### config.mk
export PLATFORM = sky130hd
export DESIGN_NAME = addressing_mode
export DESIGN_NICKNAME = d
export VERILOG_FILES = /design/src/rtl/addressing_mode.sv
export SDC_FILE = /design/constraint.sdc
export NUM_CORES = 1
export LEC_CHECK = 0
export ABC_AREA = 1
export ABC_CLOCK_PERIOD_IN_PS = 3800
export BUFFER_PORTS_ARGS = -buffer_cell sky130_fd_sc_hd__buf_2
export CORE_ASPECT_RATIO = 2
export CORE_MARGIN = 2
export CORE_UTILIZATION = 30
export CTS_CLUSTER_SIZE = 10
export DETAILED_ROUTE_END_ITERATION = 7
export PLACE_DENSITY = 0.53
export SETUP_SLACK_MARGIN = 0.4
export SLEW_MARGIN = 15
export SYNTH_ARGS = -nofsm -noshare
export SYNTH_HDL_FRONTEND = slang
export SYNTH_SLANG_ARGS = --single-unit
### constraint.sdc
create_clock -name clk -period 3.8 [get_ports clk]
set_clock_uncertainty 0.2 [all_clocks]
set_input_delay 0.95 -clock clk [delete_from_list [all_inputs] [get_ports clk]]
set_output_delay 0.95 -clock clk [all_outputs]
set_load 0.1 [all_outputs]
### src/rtl/addressing_mode.sv
// addressing_mode: RV32I opcode class decoder with a one-cycle registered decode bundle
module addressing_mode #(
    parameter int XLEN = 32
) (
    input  logic            clk,
    input  logic            rst,
    input  logic [6:0]      opcode,
    input  logic [XLEN-1:0] instr,
    input  logic            instr_valid,
    output logic [3:0]      mode,
    output logic [3:0]      mode_q,
    output logic [XLEN-1:0] imm_q,
    output logic [4:0]      rd_q,
    output logic [4:0]      rs1_q,
    output logic [4:0]      rs2_q,
    output logic [2:0]      funct3_q,
    output logic [6:0]      funct7_q,
    output logic            illegal_q,
    output logic            valid_q
);
    function automatic logic [3:0] classify(input logic [6:0] op);
        return op == 7'b0110011 ? 4'd1  :
               op == 7'b0010011 ? 4'd2  :
               op == 7'b0000011 ? 4'd3  :
               op == 7'b0100011 ? 4'd4  :
               op == 7'b1100011 ? 4'd5  :
               op == 7'b1101111 ? 4'd6  :
               op == 7'b0110111 ? 4'd7  :
               op == 7'b0010111 ? 4'd8  :
               op == 7'b1110011 ? 4'd9  :
               op == 7'b1100111 ? 4'd10 : 4'd0;
    endfunction

    logic [3:0]      mode_d;
    logic [XLEN-1:0] imm_d;
    logic            s;

    assign mode   = classify(opcode);
    assign mode_d = classify(instr[6:0]);
    assign s      = instr[31];

    always_comb begin
        imm_d = (mode_d == 4'd2 || mode_d == 4'd3 || mode_d == 4'd9 || mode_d == 4'd10) ?
                    {{(XLEN-12){s}}, instr[31:20]} :
                mode_d == 4'd4 ? {{(XLEN-12){s}}, instr[31:25], instr[11:7]} :
                mode_d == 4'd5 ? {{(XLEN-13){s}}, s, instr[7], instr[30:25], instr[11:8], 1'b0} :
                mode_d == 4'd6 ? {{(XLEN-21){s}}, s, instr[19:12], instr[20], instr[30:21], 1'b0} :
                (mode_d == 4'd7 || mode_d == 4'd8) ? {instr[31:12], 12'h000} :
                '0;
    end

    always_ff @(posedge clk) begin
        if (rst) begin
            mode_q    <= '0;
            imm_q     <= '0;
            rd_q      <= '0;
            rs1_q     <= '0;
            rs2_q     <= '0;
            funct3_q  <= '0;
            funct7_q  <= '0;
            illegal_q <= 1'b0;
            valid_q   <= 1'b0;
        end else begin
            valid_q <= instr_valid;
            if (instr_valid) begin
                mode_q    <= mode_d;
                imm_q     <= imm_d;
                rd_q      <= instr[11:7];
                rs1_q     <= instr[19:15];
                rs2_q     <= instr[24:20];
                funct3_q  <= instr[14:12];
                funct7_q  <= instr[31:25];
                illegal_q <= mode_d == 4'd0;
            end
        end
    end
endmodule

# Word level (Yosys, flattened, before mapping)
# Index checks and enable logic that the tools add are counted.
# classes
n_eq_ne	29
mux	25
reduce_logical	5
# op_table
op	count
32-bit 2-to-1 mux	5
4-bit 2-to-1 mux	20
7-bit == test, second input constant	8
7-bit by 6-bit == test with 1-bit output, second input constant	6
7-bit by 5-bit == test with 1-bit output, second input constant	4
4-bit by 3-bit == test with 1-bit output, second input constant	4
7-bit by 2-bit == test with 1-bit output, second input constant	2
4-bit == test, second input constant	3
4-bit by 2-bit == test with 1-bit output, second input constant	2
4-bit zero test	1
1-bit logical OR	4
# totals
reg_bits	63
inputBits	42
wordCells	68

# Longest topological paths before layout
# logic_depth
depth_word	18
mapped_depth	10

# Least setup slack after synthesis
# OpenSTA, ideal clock, no wires.
# synth_path
path_kind	input-to-output
startpoint	input port opcode[1]
endpoint	output port mode[0]
t_arrival_ns	2.340
required_time_ns	2.650
slack_ns	0.310
stages	5
path_buffers	0
path_cell_list	nand2_1 nor3_1 nand3_1 o21a_1 nand4_1
# synth_via
elab_chain_cells	10
# synth_lines
element	line	source
from (decl)	7	input logic [6:0] opcode,
7-bit == test	30	op == 7'b1110011 ? 4'd9 :
4-bit 2-to-1 mux	30	
4-bit 2-to-1 mux	29	op == 7'b0010111 ? 4'd8 :
4-bit 2-to-1 mux	28	op == 7'b0110111 ? 4'd7 :
4-bit 2-to-1 mux	27	op == 7'b1101111 ? 4'd6 :
4-bit 2-to-1 mux	26	op == 7'b1100011 ? 4'd5 :
4-bit 2-to-1 mux	25	op == 7'b0100011 ? 4'd4 :
4-bit 2-to-1 mux	24	op == 7'b0000011 ? 4'd3 :
4-bit 2-to-1 mux	23	op == 7'b0010011 ? 4'd2 :
4-bit 2-to-1 mux (*)	22	return op == 7'b0110011 ? 4'd1 :
to (decl)	10	output logic [3:0] mode,
# Every way passes the cells marked *; elsewhere a longest branch is shown, timed or not.

# Worst setup path in the final report
# layout_path
startpoint	input port opcode[2]
endpoint	output port mode[0]
# The elaborated chain is that of the path after synthesis.

==> metrics.md <==
| Metric | Value |
|---|---|
| Synthesized area | `between 0.002 and 0.003 sq mm` |
| Fraction of layout cells with a size suffix above 1 | `roughly 29%` |
| Place WS | `just over 0.4 ns` |
| TritonRoute pass-1 iters | `4` |
| CP arrival | `~2.2 ns` |
| Vias in the first global route | `roughly 2800` |
| Worst path max stage delay | `between 0.3 and 0.4 ns` |
| Final setup fails | `0` |
| DRT iter0 DRCs | `76` |
| Syn Area/Cell | `7.17 sq um` |
| LEAKAGE | `roughly 2.0 nW` |
| Sequential share of power | `between 30% and 40%` |
| Switching power | `0.000594 W` |
| Unrepaired setup endpoints after global routing | `no` |
| Total length of routed wires | `8.45 mm` |
| Synthesis Warnings | `0` |
| Wire length per cell | `14.2 microns` |
| Period utilization | `between 80% and 90%` |
| Most frequent cells in the layout | `143 x nand2_1, 107 x buf_2, 63 x dfxtp_1` |
| Worst-Skew Late Latency | `0.33 ns` |
| H-tree lvl count | `3` |
| Vias per cell | `roughly 4.8` |
| Diodes inserted | `0` |
| Total gr overflow | `0` |
| Minimum clock period | `roughly 3.3 ns` |
| Cells after synthesis | `377` |
| Clk pwr share | `between 40% and 50%` |
| Clock buffer count from CTS | `9` |
| Hpwl dp | `~6.4 mm` |
| I/O Buffers | `around 110` |
| Slew Limit Headroom | `56.6%` |
| Post-route setup slack | `between 0.4 and 0.5 ns` |
| Status | `completed` |
| Post-synthesis sequential area ratio | `46.7%` |
| Longest Clk Path Bufs | `2` |
| Top FF cell, synth | `dfxtp_1` |
| WP data required | `approximately 2.7 ns` |
| Initial core utilization | `roughly 30%` |
| Vias | `~2800` |
| Gr usage total | `between 10% and 20%` |
| Syn-to-layout area delta | `35.6%` |
| Utilization after layout | `41.2%` |
| Critical Path End Type | `output pin` |
| DRT antenna net count | `0` |
| CTS tree | `built` |
| Worst-margin pin slew | `0.650 ns` |
| Worst-path clk slew | `about 0.05 ns` |
| Power share of the combinational group | `between 10% and 20%` |
| Final Max Tran Viols | `0` |
| Syn nets | `419` |
| Sw frac | `a little under a third` |
| Seq cells post-synth | `63` |
| Initial antenna violation count | `0` |
| Hold Crit Class | `reg2reg` |
| Drc violations | `0` |
| CP startpoint kind | `input port` |
| First-pass GRT wire length | `about 14 mm` |
| Worst VDD drop | `roughly 220 uV` |
| Synth async-reset ratio | `0%` |
| CP Cell Sequence | `buf_2 -> nor3_2 -> nand3_1 -> o21a_1 -> nand4_1 -> clkbuf_4` |
| Most common cell after layout, fill and taps aside | `nand2_1` |
| Setup_tns | `0 ns` |
| Fmax | `0.302 GHz` |
| Die area | `approximately 0.01 sq mm` |
| Routability cong. | `~0.89` |
| Max_cap viols | `0` |
| Pwr Density | `between 500 and 600 mW/mm^2` |
| Cell variety after synth | `24` |
| CP max stage cell | `clkbuf_4` |
| Boundary Pins | `109` |
| Clk sink count | `63` |
| Core area | `slightly below 0.009 sq mm` |
| Clk root buf | `clkbuf_16` |
| # rows | `49` |
| CP Class | `in2out` |
| Die H | `roughly 140 microns` |
| Die Wd | `between 70 and 80 microns` |
| Nets | `529` |
| Internal power | `about 0.0013 W` |
| Post-synth EDFFs | `0` |
| Largest fanout on the critical path | `5` |
| Pin count of the biggest net entering global routing | `27` |
| Final hold vios | `0` |
[power by group through the flow]
stage | combinational, W | clock [W] | sequential (W)
3_3_place_gp | 0.000342 | 0 | 0.000714
4_1_cts | 0.000345 | 0.000912 | 0.000700
6_report | 0.000343 | 0.000889 | 0.000700
5_1_grt | 0.000363 | 0.000936 | 0.000703
3_5_place_dp | 0.000345 | 0 | 0.000714
2_1_floorplan | 0.0000746 | 0 | 0.000903
[flip-flops by register name (all words and copies together) (netlist names), 3 cells and up]
signal	flops
imm_q	32
funct7_q	7
rd_q	5
rs1_q	5
rs2_q	5
mode_q	4
funct3_q	3
[cell usage after synthesis (2+ instances only)]
cell / n / area (sq um)
buf_2: 6 / 30.0
a22o_1: 13 / 114
buf_6: 2 / 22.5
nand3_1: 35 / 175
o21ai_0: 20 / 100
nor3_1: 4 / 20.0
inv_2: 2 / 7.51
o21ai_2: 2 / 17.5
a32oi_1: 4 / 35.0
nand2_1: 143 / 537
nor2_2: 2 / 12.5
clkbuf_1: 4 / 15.0
inv_1: 23 / 86.3
dfxtp_1: 63 / 1260
nor2_1: 35 / 131
nand2_2: 6 / 37.5
nand4_1: 6 / 37.5
[metrics by stage]
step | power (W) | hold WS (ns) | instance area (sq um) | cells
5_1_grt | 0.00200 | 0.255 | 3660 | 594
3_5_place_dp | 0.00106 | 0.236 | 3340 | 578
2_1_floorplan | 0.000978 | 0.695 | 2710 | 377
6_report | 0.00193 | 0.248 | 3660 | 594
4_1_cts | 0.00196 | 0.251 | 3660 | 594
3_3_place_gp | 0.00106 | 0.234 | 3340 | 578
[area by class of cell]
cell class | instances | area, sq um
fill | 950 | 5230
multi-input combinational | 277 | 1290
sequential | 63 | 1260
timing repair buffer | 111 | 566
clock buffer | 11 | 243
tap | 102 | 128
inverter | 25 | 93.8
clock inverter | 5 | 81.3
[cells by family after synthesis]
family | count (synthesis) | synth area share [%]
AO/OA/AOI/OAI | 43 | 10.9
buffers and inverters | 37 | 5.97
flip-flops | 63 | 46.7
AND/OR/NAND/NOR | 234 | 36.4
[worst max-delay path, delay by kind of cell]
family	cells	cell delay, ns
simple gates	3	0.55
buf+inv	2	0.46
compound gates	1	0.20
[repair_timing]
action,4_1_cts,5_1_grt
resized for setup,0,1
hold buffers,0,0
endpoints found under the setup margin,0,1
buffers inserted,0,0
[worst paths after layout]
kind	from	cells after the start	end	slack (ns)
worst max register to register	imm_q[3]	2	imm_q[3]	2.94
worst min-delay path	imm_q[12]	2	imm_q[12]	0.25
worst max-delay path	opcode[2]	6	mode[0]	0.49
worst min register to register	imm_q[12]	2	imm_q[12]	0.25
[metal layers]
layer | vias to the layer above | GRT usage [%] | wire (microns)
met1 | 1271 | 18.1 | 3220
met4 | 0 | 10.3 | 238
met3 | 19 | 3.43 | 391
met2 | 91 | 32.3 | 4600
met5 | - | 0 | 0
li1 | 1451 | - | -
No activity file was read; power rests on OpenSTA's default activity.
